`src/rtl/alarm_pkg.sv`:
```
// Shared types and helpers for the multi-channel temperature alarm engine.
// Level encoding is shared by the channel slices and the top level.
package alarm_pkg;

  typedef enum logic [1:0] {
    LVL_NORMAL = 2'd0,
    LVL_WARN   = 2'd1,
    LVL_FIRE   = 2'd2
  } level_e;

  function automatic logic [31:0] sat_sub(
    input logic [31:0] a,
    input logic [31:0] b
  );
    return (a > b) ? (a - b) : 32'd0;
  endfunction

endpackage

```
`src/rtl/alarm_channel.sv`:
```
// One sensor channel: raw classification with hysteresis, persistence
// filter and the last accepted sample.
module alarm_channel
  import alarm_pkg::*;
#(
  parameter int DATA_W  = 8,
  parameter int PERSIST = 4,
  parameter int HYST    = 2
) (
  input  logic              clk,
  input  logic              rst_n,
  input  logic              accept_i,
  input  logic [DATA_W-1:0] sample_i,
  input  logic [DATA_W-1:0] warn_thresh_i,
  input  logic [DATA_W-1:0] fire_thresh_i,
  output level_e            level_o,
  output logic [DATA_W-1:0] last_o
);

  localparam int CNT_W = $clog2(PERSIST + 1);

  level_e            lvl_q, lvl_d;
  level_e            pend_q, pend_d;
  level_e            raw;
  logic [CNT_W-1:0]  cnt_q, cnt_d, cnt_inc;
  logic [DATA_W-1:0] last_q, last_d;
  logic [DATA_W-1:0] fire_lim, warn_lim;

  always_comb begin
    fire_lim = fire_thresh_i;
    warn_lim = warn_thresh_i;
    // Leaving a level needs the sample to drop HYST below its threshold.
    if (lvl_q == LVL_FIRE) begin
      fire_lim = DATA_W'(sat_sub(32'(fire_thresh_i), 32'(HYST)));
    end
    if (lvl_q != LVL_NORMAL) begin
      warn_lim = DATA_W'(sat_sub(32'(warn_thresh_i), 32'(HYST)));
    end
    raw = LVL_NORMAL;
    if (sample_i >= fire_lim) begin
      raw = LVL_FIRE;
    end else if (sample_i >= warn_lim) begin
      raw = LVL_WARN;
    end
  end

  always_comb begin
    lvl_d   = lvl_q;
    pend_d  = pend_q;
    cnt_d   = cnt_q;
    last_d  = last_q;
    cnt_inc = cnt_q + CNT_W'(1);
    if (accept_i) begin
      last_d = sample_i;
      if (raw == lvl_q) begin
        cnt_d = '0;
      end else if (raw == pend_q) begin
        if (cnt_inc == CNT_W'(PERSIST)) begin
          lvl_d = raw;
          cnt_d = '0;
        end else begin
          cnt_d = cnt_inc;
        end
      end else begin
        pend_d = raw;
        if (PERSIST == 1) begin
          lvl_d = raw;
          cnt_d = '0;
        end else begin
          cnt_d = CNT_W'(1);
        end
      end
    end
  end

  always_ff @(posedge clk or negedge rst_n) begin
    if (!rst_n) begin
      lvl_q  <= LVL_NORMAL;
      pend_q <= LVL_NORMAL;
      cnt_q  <= '0;
      last_q <= '0;
    end else begin
      lvl_q  <= lvl_d;
      pend_q <= pend_d;
      cnt_q  <= cnt_d;
      last_q <= last_d;
    end
  end

  assign level_o = lvl_q;
  assign last_o  = last_q;

endmodule

```
`src/rtl/temp_alarm_monitor.sv`:
```
// Multi-channel temperature alarm: per-channel levels, sticky fire latch,
// buzzer drive and argmax over the last stored samples.
module temp_alarm_monitor
  import alarm_pkg::*;
#(
  parameter int NUM_CH   = 4,
  parameter int DATA_W   = 8,
  parameter int PERSIST  = 4,
  parameter int HYST     = 2,
  parameter int BEEP_DIV = 50_000_000,
  parameter int CH_W     = (NUM_CH > 1) ? $clog2(NUM_CH) : 1
) (
  input  logic              clk,
  input  logic              rst_n,
  input  logic              sample_valid,
  input  logic [CH_W-1:0]   sample_ch,
  input  logic [DATA_W-1:0] sample_data,
  input  logic [DATA_W-1:0] warn_thresh,
  input  logic [DATA_W-1:0] fire_thresh,
  input  logic              ack,
  output logic [NUM_CH-1:0] ch_warning,
  output logic [NUM_CH-1:0] ch_fire,
  output logic              any_warning,
  output logic              any_fire,
  output logic              fire_latched,
  output logic              buzzer,
  output logic [DATA_W-1:0] max_temp,
  output logic [CH_W-1:0]   max_ch
);

  localparam int BW = (BEEP_DIV > 1) ? $clog2(BEEP_DIV) : 1;

  level_e            lvl  [NUM_CH];
  logic [DATA_W-1:0] last [NUM_CH];

  // Tags >= NUM_CH match no slice and are dropped.
  for (genvar i = 0; i < NUM_CH; i++) begin : g_ch
    logic acc;
    assign acc = sample_valid && (sample_ch == CH_W'(i));

    alarm_channel #(
      .DATA_W  (DATA_W),
      .PERSIST (PERSIST),
      .HYST    (HYST)
    ) u_ch (
      .clk           (clk),
      .rst_n         (rst_n),
      .accept_i      (acc),
      .sample_i      (sample_data),
      .warn_thresh_i (warn_thresh),
      .fire_thresh_i (fire_thresh),
      .level_o       (lvl[i]),
      .last_o        (last[i])
    );

    assign ch_warning[i] = (lvl[i] == LVL_WARN);
    assign ch_fire[i]    = (lvl[i] == LVL_FIRE);
  end

  assign any_warning = |ch_warning;
  assign any_fire    = |ch_fire;

  logic [DATA_W-1:0] max_temp_q, max_temp_d;
  logic [CH_W-1:0]   max_ch_q, max_ch_d;

  always_comb begin
    max_temp_d = last[0];
    max_ch_d   = '0;
    for (int i = 1; i < NUM_CH; i++) begin
      if (last[i] > max_temp_d) begin
        max_temp_d = last[i];
        max_ch_d   = CH_W'(i);
      end
    end
  end

  logic fire_lat_q, fire_lat_d;

  always_comb begin
    fire_lat_d = fire_lat_q;
    if (any_fire) begin
      fire_lat_d = 1'b1;
    end else if (ack) begin
      fire_lat_d = 1'b0;
    end
  end

  logic          buz_q, buz_d;
  logic [BW-1:0] beep_cnt_q, beep_cnt_d;
  logic          beep_ph_q, beep_ph_d;

  // Phase 0 is the high half of the beep, so each enable starts high.
  always_comb begin
    buz_d      = 1'b0;
    beep_cnt_d = '0;
    beep_ph_d  = 1'b0;
    if (fire_lat_q) begin
      buz_d = 1'b1;
    end else if (any_warning) begin
      buz_d     = ~beep_ph_q;
      beep_ph_d = beep_ph_q;
      if (beep_cnt_q == BW'(BEEP_DIV - 1)) begin
        beep_ph_d = ~beep_ph_q;
      end else begin
        beep_cnt_d = beep_cnt_q + BW'(1);
      end
    end
  end

  always_ff @(posedge clk or negedge rst_n) begin
    if (!rst_n) begin
      max_temp_q <= '0;
      max_ch_q   <= '0;
      fire_lat_q <= 1'b0;
      buz_q      <= 1'b0;
      beep_cnt_q <= '0;
      beep_ph_q  <= 1'b0;
    end else begin
      max_temp_q <= max_temp_d;
      max_ch_q   <= max_ch_d;
      fire_lat_q <= fire_lat_d;
      buz_q      <= buz_d;
      beep_cnt_q <= beep_cnt_d;
      beep_ph_q  <= beep_ph_d;
    end
  end

  assign fire_latched = fire_lat_q;
  assign buzzer       = buz_q;
  assign max_temp     = max_temp_q;
  assign max_ch       = max_ch_q;

endmodule
```
`config.mk`:
```
export PLATFORM = sky130hd
export DESIGN_NAME = temp_alarm_monitor
export DESIGN_NICKNAME = d
export VERILOG_FILES = /design/src/rtl/alarm_pkg.sv /design/src/rtl/alarm_channel.sv /design/src/rtl/temp_alarm_monitor.sv
export SDC_FILE = /design/constraint.sdc
export NUM_CORES = 1
export LEC_CHECK = 0
export BUFFER_PORTS_ARGS = -buffer_cell sky130_fd_sc_hd__clkbuf_2
export CAP_MARGIN = 20
export CORE_MARGIN = 10
export CORE_UTILIZATION = 55
export CTS_CLUSTER_SIZE = 40
export DETAILED_ROUTE_END_ITERATION = 10
export PLACE_DENSITY = 0.84
export REMOVE_ABC_BUFFERS = 1
export SYNTH_ARGS = -nofsm -noshare
export SYNTH_HDL_FRONTEND = slang
export SYNTH_SLANG_ARGS = --single-unit
export TNS_END_PERCENT = 5
```
`constraint.sdc`:
```
create_clock -name clk -period 5.3 [get_ports clk]
set_input_delay 1.59 -clock clk [delete_from_list [all_inputs] [get_ports clk]]
set_output_delay 1.59 -clock clk [all_outputs]
set_load 0.05 [all_outputs]
```
# ---- Yosys cells after proc, flatten, opt, wreduce, memory -nomap -nowiden
# Cells that the tools add are included.
dict set report word_totals {
  reg_bits 99
  latch_bits 0
  ram_bits 0
  rom_bits 0
  input_bits 30
  output_inout_bits 22
  wordCells 142
  mem_count 0
}
dict set report op_classes {
  n_addsub 7
  n_mul 0
  n_div 0
  n_lt_le_gt_ge 13
  eq_ne 25
  shift 0
  muxes 46
  n_bitwise 9
  n_reduce_logical 20
}
# operator count
set ops {}
lappend ops {{$mux 8} 13}
lappend ops {{$mux 26} 3}
lappend ops {{$ge 8x8->1} 8}
lappend ops {{$mux 3} 12}
lappend ops {{$add 26x1->26 const B} 1}
lappend ops {{$eq 26x26->1 const B} 1}
lappend ops {{$gt 8x8->1} 3}
lappend ops {{$eq 2x2->1} 8}
lappend ops {{$gt 8x2->1 const B} 2}
lappend ops {{$reduce_and 4->1} 4}
lappend ops {{$sub 8x2->8 const B} 2}
lappend ops {{$add 3x1->3 const B} 4}
lappend ops {{$eq 2x2->1 const B} 6}
lappend ops {{$eq 3x3->1 const B} 4}
lappend ops {{$mux 1} 12}
lappend ops {{$mux 2} 6}
lappend ops {{$reduce_and 3->1} 4}
lappend ops {{$eq 2x1->1 const B} 5}
lappend ops {{$reduce_bool 2->1} 5}
lappend ops {{$not 1->1} 9}
lappend ops {{$reduce_or 4->1} 2}
lappend ops {{$logic_and 1x1->1} 4}
lappend ops {{$ne 3x1->1 const B} 1}
lappend ops {{$logic_not 2->1} 1}

# ---- Depth between registers and ports, before layout
# Gate-level depths: netlist (run 1).
dict set report logic_depth {
  ltp_word 9
  mapped_depth 25
}

# ---- Cells and area by module
# From an unflattened synthesis (run 1), not the netlist that was laid out.
dict set report hier_totals {
  hier_cells 947
  hier_area_um2 8533.2
}
# module instances cells_each area_per_inst_um2
set modules_own_cells {}
lappend modules_own_cells {alarm_channel 4 165 1470.2}
lappend modules_own_cells {temp_alarm_monitor 1 287 2652.5}

# ---- Worst setup path before layout (run 1)
# OpenSTA, ideal clock, no wires.
dict set report synth_timing {
  path_type {flip-flop to flip-flop}
  startpoint {reg g_ch[1].u_ch.last_q[7]}
  endpoint {reg max_temp_q[0] (netlist: max_temp[0])}
  t_arrival_ns 5.046
  path_slack_ns 0.159
  stages_incl_launch_ff 24
  path_buffers 1
  period_less_slack_ns 5.141
  path_cell_list {dfrtp_1 > ha_1 > nand4_1 > nor2_1 > nor2b_1 > nor2_1 > mux2_2 > inv_1 > ha_1 > a21o_1 > a21o_1 > a211o_1 > o21ai_1 > a31oi_1 > or2_2 > ha_1 > nor2b_1 > o21a_1 > o21a_1 > o21ai_0 > a21oi_1 > clkbuf_1 > nand2_1 > o31ai_1}
}
dict set report synth_between {
  elab_chain_cells 6
}
# element line_no
set synth_lines {}
lappend synth_lines {{start, declared} alarm_channel.sv:26} ;# logic [DATA_W-1:0] last_q, last_d;
lappend synth_lines {{start signal, assigned} alarm_channel.sv:86} ;# last_q <= last_d;
lappend synth_lines {{$gt 8x8->1} temp_alarm_monitor.sv:70} ;# if (last[i] > max_temp_d) begin
lappend synth_lines {{$mux 8 *} temp_alarm_monitor.sv:70}
lappend synth_lines {{$gt 8x8->1} temp_alarm_monitor.sv:70}
lappend synth_lines {{$mux 8 *} temp_alarm_monitor.sv:70}
lappend synth_lines {{$gt 8x8->1} temp_alarm_monitor.sv:70}
lappend synth_lines {{$mux 8 *} temp_alarm_monitor.sv:70}
lappend synth_lines {{net max_temp_d[0]} temp_alarm_monitor.sv:63} ;# logic [DATA_W-1:0] max_temp_q, max_temp_d;
lappend synth_lines {{end signal, assigned} temp_alarm_monitor.sv:119} ;# max_temp_q <= max_temp_d;
lappend synth_lines {{end, declared} temp_alarm_monitor.sv:63}
# The timed path passes the listed nets; every way through them passes the cells marked *.
# A chain may end at the register's enable or synchronous reset.

# ---- Worst setup path in the final report (run 1)
dict set report layout_timing {
  startpoint {reg g_ch[1].u_ch.last_q[1]}
  endpoint {reg max_ch_q[1] (netlist: max_ch[1])}
}
dict set report layout_between {
  elab_chain_cells 6
  elab_cells_between_ends 7
  classes_between {order compare: 3; mux: 4}
}
# element line_no
set layout_lines {}
lappend layout_lines {{$gt 8x8->1} temp_alarm_monitor.sv:70}
lappend layout_lines {{$mux 8 *} temp_alarm_monitor.sv:70}
lappend layout_lines {{$gt 8x8->1} temp_alarm_monitor.sv:70}
lappend layout_lines {{$mux 8} temp_alarm_monitor.sv:70}
lappend layout_lines {{$gt 8x8->1} temp_alarm_monitor.sv:70}
lappend layout_lines {{$mux 2 *} temp_alarm_monitor.sv:70}
lappend layout_lines {{net max_ch_d[1]} temp_alarm_monitor.sv:64} ;# logic [CH_W-1:0] max_ch_q, max_ch_d;
lappend layout_lines {{end signal, assigned} temp_alarm_monitor.sv:120} ;# max_ch_q <= max_ch_d;
lappend layout_lines {{end, declared} temp_alarm_monitor.sv:64}
# Marks and branches as above.

==> impl_metrics.json, run 1 <==
{
  "async_flop_share_pct": 100.0,
  "drtIter0Drc": 576,
  "synth_compound_area_share_pct": 20.60,
  "synth_edf_count": 0,
  "skew_ns": 0.01034,
  "vias_per_cell": 6.217,
  "synthDistinctLibCells": 68,
  "yosysWarnings": 0,
  "cp.arrival_ns": 5.37,
  "coreArea_um2": 14480,
  "setup_viol": 0,
  "grt_start_max_net_pins": 70,
  "max-slew-margin-rel_pct": 42.03,
  "dp_cells": 1141,
  "muxShareOfSynthArea_pct": 4.601,
  "clock.fmax_mhz": 194.5,
  "grt_pass1_wl_mm": 33.54,
  "antenna_found_initial": 0,
  "syn_inst": 926,
  "dp_hpwl_mm": 15.09,
  "cts_buffers": 9,
  "p_total_uw": 3133,
  "io_pins": 52,
  "synth_xor_area_share_pct": 3.036,
  "clkSlewWorstSetupHoldPaths_ns": 0.08,
  "power_density_nw_per_um2": 349.0,
  "synth.area.top_cells": "dfrtp_1, ha_1, nand2_1",
  "clockBufferDepth": 2,
  "die_h_um": 141.2,
  "clkSinkCount": 99,
  "yosysMostFrequentCell": "nand2_1",
  "synthTopCellsByCount": "nand2_1, dfrtp_1, ha_1, nor2_1, inv_1",
  "synthFlopType": "dfrtp_1",
  "startpoint_type": "register",
  "numPortBuffers": 51,
  "outcome": "finished clean",
  "max-vdd-ir-drop_mv": 0.1976,
  "synth_top_family_by_area": "simple AND/OR/NAND/NOR gates",
  "wire_per_inst_um": 17.51,
  "initial_core_util_pct": 55.78,
  "ys_seq_elements": 99,
  "syn_area_um2": 8076,
  "worstPathRequired_ns": 5.53,
  "cts_tree": "yes",
  "yosysTopAreaCellShare_pct": 30.67,
  "gp_congestion": 0.9153,
  "ant_nets": 0,
  "hold_class": "register to register",
  "cp-end-kind": "register",
  "gr-usage-all-layers_pct": 20.07,
  "drc": 0,
  "fin_cells": 1162,
  "period_share_pct": 97.02,
  "synth_simple_gate_area_share_pct": 22.37,
  "cts_root_buf": "clkbuf_16",
  "final_nets": 1101,
  "area_growth_pct": 11.15,
  "hold_viol": 0,
  "drive_above_1_share_pct": 17.59,
  "synth_area_leader_cell": "dfrtp_1",
  "syn_avg_cell_area_um2": 8.722,
  "wl_mm": 20.35,
  "first_pass_iters": 6,
  "clk_latency_ns": 0.35,
  "synthAdderAreaFrac_pct": 15.18,
  "tightest_slew_ns": 0.8696,
  "p_leak_uw": 0.004231,
  "slew_viol_final": 0,
  "num_vias": 7224,
  "dieWidth_um": 141.2,
  "max-cap-violations": 0,
  "ctsHtreeMaxLevel": 3,
  "yosysSeqAreaShare_pct": 30.67,
  "rows": 44,
  "die_area_um2": 19930,
  "crit_type": "register to register",
  "grt_pass1_vias": 6866,
  "cp_max_fo": 8,
  "diodes": 0,
  "fin_crit_ns": 5.142,
  "overflow": 0
}
[layout by cell type (no fill, tap or decap), types with 5 or more instances in the layout]
cell type and count:
a211oi_1 5, a21boi_0 6, a21o_1 8, a21oi_1 27, a22o_1 8, a22oi_1 24
a31oi_1 17, and3_1 10, buf_4 21, clkbuf_16 9, clkbuf_2 50, dfrtp_1 99
ha_1 98, inv_1 37, mux2_2 32, nand2_1 129, nand2b_1 16, nand3_1 22
nand4_1 10, nand4b_1 5, nor2_1 83, nor2b_1 15, nor3_1 22, nor3b_1 6
nor4_1 5, o211ai_1 5, o21a_1 20, o21ai_0 30, o22ai_1 12, o31ai_1 9
or2_2 16, or3_1 5, xnor2_1 7, xor2_1 21
[registers in the layout (all words and copies together) (netlist names)]
| register | flops |
|---|---|
| g_ch.u_ch.last_o | 32 |
| beep_cnt_q | 26 |
| g_ch.u_ch.cnt_q | 12 |
| g_ch.u_ch.level_o | 8 |
| g_ch.u_ch.pend_q | 8 |
| max_temp | 8 |
| max_ch | 2 |
| beep_ph_q | 1 |
| buzzer | 1 |
| fire_latched | 1 |
[where the power goes]
part | switching, µW | total (µW) | internal [µW]
sequential | 95.5 | 978 | 883
combinational | 856 | 1460 | 607
clock | 314 | 691 | 377
total | 1270 | 3130 | 1870
[critical path: stages, from the launching register on]
cell and delay (ns):
dfrtp_1 0.41, ha_1 0.30, nor2b_1 0.14, o211ai_1 0.27, a211oi_2 0.14, nor2_2 0.27, buf_4 0.17, mux2_2 0.37
inv_1 0.07, ha_1 0.25, a21oi_2 0.15, nor2_1 0.06, a211o_1 0.28, nand2b_1 0.10, o21bai_2 0.15, buf_6 0.16
a31oi_1 0.09, or2_2 0.30, ha_1 0.30, a21o_1 0.19, a21o_1 0.21, o21ai_2 0.16, a21oi_2 0.06, buf_4 0.16
or2_2 0.27
[per-stage QoR]
stage / setup TNS, ns / setup WS [ns] / hold slack, ns / utilization [%] / cell area, µm²
6_report: 0 / 0.1579 / 0.4818 / 62.00 / 8977
5_1_grt: -0.1681 / -0.06012 / 0.5031 / 62.00 / 8977
4_1_cts: 0 / 0.04292 / 0.4895 / 61.24 / 8867
3_5_place_dp: -0.04409 / -0.02448 / 0.4733 / 59.07 / 8553
3_3_place_gp: 0 / 0.01524 / 0.4648 / 59.07 / 8553
2_1_floorplan: -0.5628 / -0.1094 / 0.4485 / - / 7930
[path summary, 6_finish.rpt]
check                                                         from                                 end  slack [ns]  cells past startpoint
worst max register to register  g_ch[1].u_ch.last_o[1]$_DFFE_PN0P_                 max_ch[1]$_DFF_PN0_        0.16                     24
worst min-delay path            g_ch[1].u_ch.last_o[0]$_DFFE_PN0P_  g_ch[1].u_ch.last_o[0]$_DFFE_PN0P_        0.48                      2
max in group asynchronous                                    rst_n             beep_cnt_q[7]$_DFF_PN0_        2.98                      2
min in group asynchronous                                    rst_n               max_temp[2]$_DFF_PN0_        1.36                      1
worst max-delay path            g_ch[1].u_ch.last_o[1]$_DFFE_PN0P_                 max_ch[1]$_DFF_PN0_        0.16                     24
worst min register to register  g_ch[1].u_ch.last_o[0]$_DFFE_PN0P_  g_ch[1].u_ch.last_o[0]$_DFFE_PN0P_        0.48                      2
[layer usage]
metal,GRT usage (%),vias to the layer above,share of wire (%)
met5,0,-,0
met4,6.250,0,2.1
met3,4.300,34,6.4
met2,33.15,286,48
met1,25.54,3426,44
li1,-,3478,-
[kinds of logic (layout without fill, tap and decap cells)]
family / after synthesis / count (layout)
AO/OA/AOI/OAI: 226 / 226
XOR/XNOR: 28 / 28
adder cells (fa/ha/maj): 98 / 98
buffers and inverters: 75 / 127
flip-flops: 99 / 99
multiplexers: 33 / 33
AND/OR/NAND/NOR: 367 / 367
[what timing repair did]
item | CTS | global route
setup endpoints to repair | 2 | 10
gates cloned | 0 | 1
hold buffers | 0 | 0
setup buffers | 0 | 4
gates resized for setup | 1 | 22
pin swaps | 0 | 7
[area by class of cell]
| type | count | area (µm²) |
|---|---|---|
| sequential | 99 | 2477 |
| fill | 1180 | 5502 |
| multi-input combinational | 752 | 5384 |
| timing repair buffer | 74 | 435.4 |
| clock inverter | 6 | 82.58 |
| clock buffer | 10 | 229.0 |
| tap | 184 | 230.2 |
| inverter | 37 | 138.9 |
No activity file was read; power rests on OpenSTA's default activity.
==> run 2, diff against run 1 <==
--- a/config.mk
+++ b/config.mk
@@ -15,5 +15,6 @@
 export REMOVE_ABC_BUFFERS = 1
 export SYNTH_ARGS = -nofsm -noshare
 export SYNTH_HDL_FRONTEND = slang
+export SYNTH_HIERARCHICAL = 1
 export SYNTH_SLANG_ARGS = --single-unit
 export TNS_END_PERCENT = 5
==> impl_metrics.json, run 2 <==
{
  "outcome": "finished clean",
  "cp.arrival_ns": 5.04,
  "hold_class": "register to register",
  "drtIter0Drc": 608,
  "rows": 45,
  "synthAdderAreaFrac_pct": 15.40,
  "yosysWarnings": 6,
  "synth_edf_count": 0,
  "grt_pass1_wl_mm": 34.42,
  "cts_root_buf": "clkbuf_16",
  "ctsHtreeMaxLevel": 3,
  "yosysTopAreaCellShare_pct": 29.03,
  "holdPathStages": 1,
  "die_area_um2": 20900,
  "startpoint_type": "register",
  "use_met2_pct": 31.48,
  "cp-end-kind": "register",
  "first_pass_iters": 4,
  "grt.met1_usage_pct": 26.83,
  "cts_hold_buffers": 0,
  "cts_setup_buffers": 0,
  "drive_above_1_share_pct": 16.98,
  "met3_usage_pct": 4.428,
  "hold_viol": 0,
  "rr_endpoint": "max_temp[5]$_DFF_PN0_",
  "muxShareOfSynthArea_pct": 7.742,
  "hold_end": "buzzer$_DFF_PN0_",
  "clkSinkCount": 99,
  "diodes": 0,
  "tightest_slew_ns": 1.035,
  "mostFrequentLayoutCell": "ha_1",
  "synth_compound_area_share_pct": 17.86,
  "gr-usage-all-layers_pct": 20.20,
  "drc": 0,
  "worstPathRequired_ns": 5.51,
  "clk_latency_ns": 0.35,
  "synth_simple_gate_area_share_pct": 23.56,
  "fin_crit_ns": 4.825,
  "power_density_nw_per_um2": 334.7,
  "clkSlewWorstSetupHoldPaths_ns": 0.07,
  "yosysMostFrequentCell": "ha_1",
  "cts_tree": "yes",
  "wl_mm": 20.73,
  "grt_pass1_vias": 7000,
  "synth_xor_area_share_pct": 2.566,
  "setup_tns_ns": 0,
  "numPortBuffers": 51,
  "io_pins": 52,
  "reg2reg_from": "g_ch[1].u_ch/last_o[1]$_DFFE_PN0P_",
  "final_cell_mix": "ha_1, dfrtp_1, a21oi_1, nor2_1, inv_1",
  "synthDistinctLibCells": 66,
  "max-slew-margin-rel_pct": 30.36,
  "syn_inst": 947,
  "cp_max_fo": 13,
  "initial_core_util_pct": 56.13,
  "async_flop_share_pct": 100.0,
  "reg2reg_depth": 20,
  "setup_viol": 0,
  "cts_buffers": 9,
  "max-cap-violations": 0,
  "syn_area_um2": 8533,
  "max-vdd-ir-drop_mv": 0.2768,
  "cp-startpoint": "g_ch[1].u_ch/last_o[1]$_DFFE_PN0P_",
  "die_h_um": 144.6,
  "synth.area.top_cells": "dfrtp_1, ha_1, mux2_2",
  "syn_avg_cell_area_um2": 9.011,
  "ys_seq_elements": 99,
  "cts.repair.resized": 0,
  "grt_start_max_net_pins": 65,
  "finalHoldWorstSlack_ns": 0.4985,
  "p_leak_uw": 0.004212,
  "min-delay-start": "beep_ph_q$_DFFE_PN0P_",
  "largest_reg_flops": 32,
  "synth_top_family_by_area": "simple AND/OR/NAND/NOR gates",
  "crit_type": "register to register",
  "rsz0062_at_grt": "no",
  "num_vias": 7332,
  "overflow": 0,
  "ant_nets": 0,
  "vias_per_cell": 6.136,
  "clockBufferDepth": 2,
  "busiest_layer": "met2",
  "synthTopCellsByCount": "ha_1, dfrtp_1, a21oi_1, nor2_1, inv_1",
  "period_share_pct": 91.04,
  "clock.fmax_mhz": 207.2,
  "synth_area_leader_cell": "dfrtp_1",
  "dp_hpwl_mm": 14.91,
  "coreArea_um2": 15200,
  "skew_ns": 0.007365,
  "wire_per_inst_um": 17.35,
  "antenna_found_initial": 0,
  "gp_congestion": 0.9000,
  "ff2ff_setup_slack_ns": 0.47,
  "yosysSeqAreaShare_pct": 29.03,
  "area_growth_pct": 9.340,
  "final_nets": 1137,
  "synthFlopType": "dfrtp_1",
  "dieWidth_um": 144.6,
  "slew_viol_final": 0
}
-- run 2: cell types whose count changed in the layout (fill, tap and decap cells not counted), moves of 11 or more --
cell / delta
a21oi_1: +56
a22oi_1: -20
a31oi_1: -17
inv_1: +19
mux2i_1: +12
nand2_1: -84
nand2b_1: -11
nor2b_1: +16
nor3_1: +22
or2_2: -11
or3_1: +11
-- run 2: worst max-delay path by stage --
stage	end	slack (ns)	cells past startpoint
6_report	max_temp[5]$_DFF_PN0_	0.47	20
4_1_cts	max_temp[5]$_DFF_PN0_	0.48	22
3_3_place_gp	g_ch[2].u_ch/level_o[1]$_DFFE_PN0P_	0.37	14
3_5_place_dp	g_ch[2].u_ch/level_o[1]$_DFFE_PN0P_	0.27	13
2_1_floorplan	max_temp[1]$_DFF_PN0_	0.36	21
5_1_grt	max_temp[5]$_DFF_PN0_	0.04	23
-- run 2: routing by layer --
layer | part of all wire [%] | wire, µm
met5 | 0 | 0
met4 | 3.3 | 680
met3 | 6.4 | 1329
met2 | 46 | 9524
met1 | 44 | 9195
-- run 2: metrics by stage --
stage	total power [µW]	utilization, %	setup WS (ns)	instance area, µm²	cells
3_3_place_gp	2386	59.33	0.3707	9019	1179
6_report	3123	61.37	0.4749	9330	1195
4_1_cts	3138	61.37	0.4796	9330	1195
5_1_grt	3337	61.37	0.04219	9330	1195
2_1_floorplan	2028	-	0.3636	8416	926
3_5_place_dp	2434	59.33	0.2733	9019	1179
-- run 2: cell families after synthesis --
family | after synthesis
simple gates | 355
xor+xnor | 25
compound gates | 226
mux | 60
flops | 99
buf+inv | 77
fa+ha+maj | 105
-- run 2: worst max-delay path: stages, from the launching register on --
cell	delay (ns)
dfrtp_1	0.40
ha_1	0.30
nor2b_1	0.12
o211ai_1	0.08
a21o_1	0.16
a21oi_1	0.18
buf_4	0.17
mux2i_1	0.38
ha_1	0.32
a21oi_1	0.14
o21ai_0	0.12
a22oi_2	0.37
buf_4	0.27
nor2_1	0.06
a21o_1	0.15
ha_1	0.30
a21oi_1	0.15
o21ai_0	0.14
o22ai_2	0.28
and2_1	0.42
a211oi_1	0.15
-- run 2: final cells by class --
class / instances / area [µm²]
fillers: 1258 / 5872
multi-input cells: 771 / 5733
flip-flops and latches: 99 / 2477
repair buffers: 65 / 362.8
clock buffers: 12 / 256.5
well taps: 188 / 235.2
inverters: 56 / 210.2
clock inverters: 4 / 55.05
-- run 2: where the power goes --
| group | internal [µW] | total, µW | switching (µW) |
|---|---|---|---|
| sequential | 894 | 989 | 94.7 |
| clock | 396 | 687 | 292 |
| combinational | 566 | 1450 | 881 |
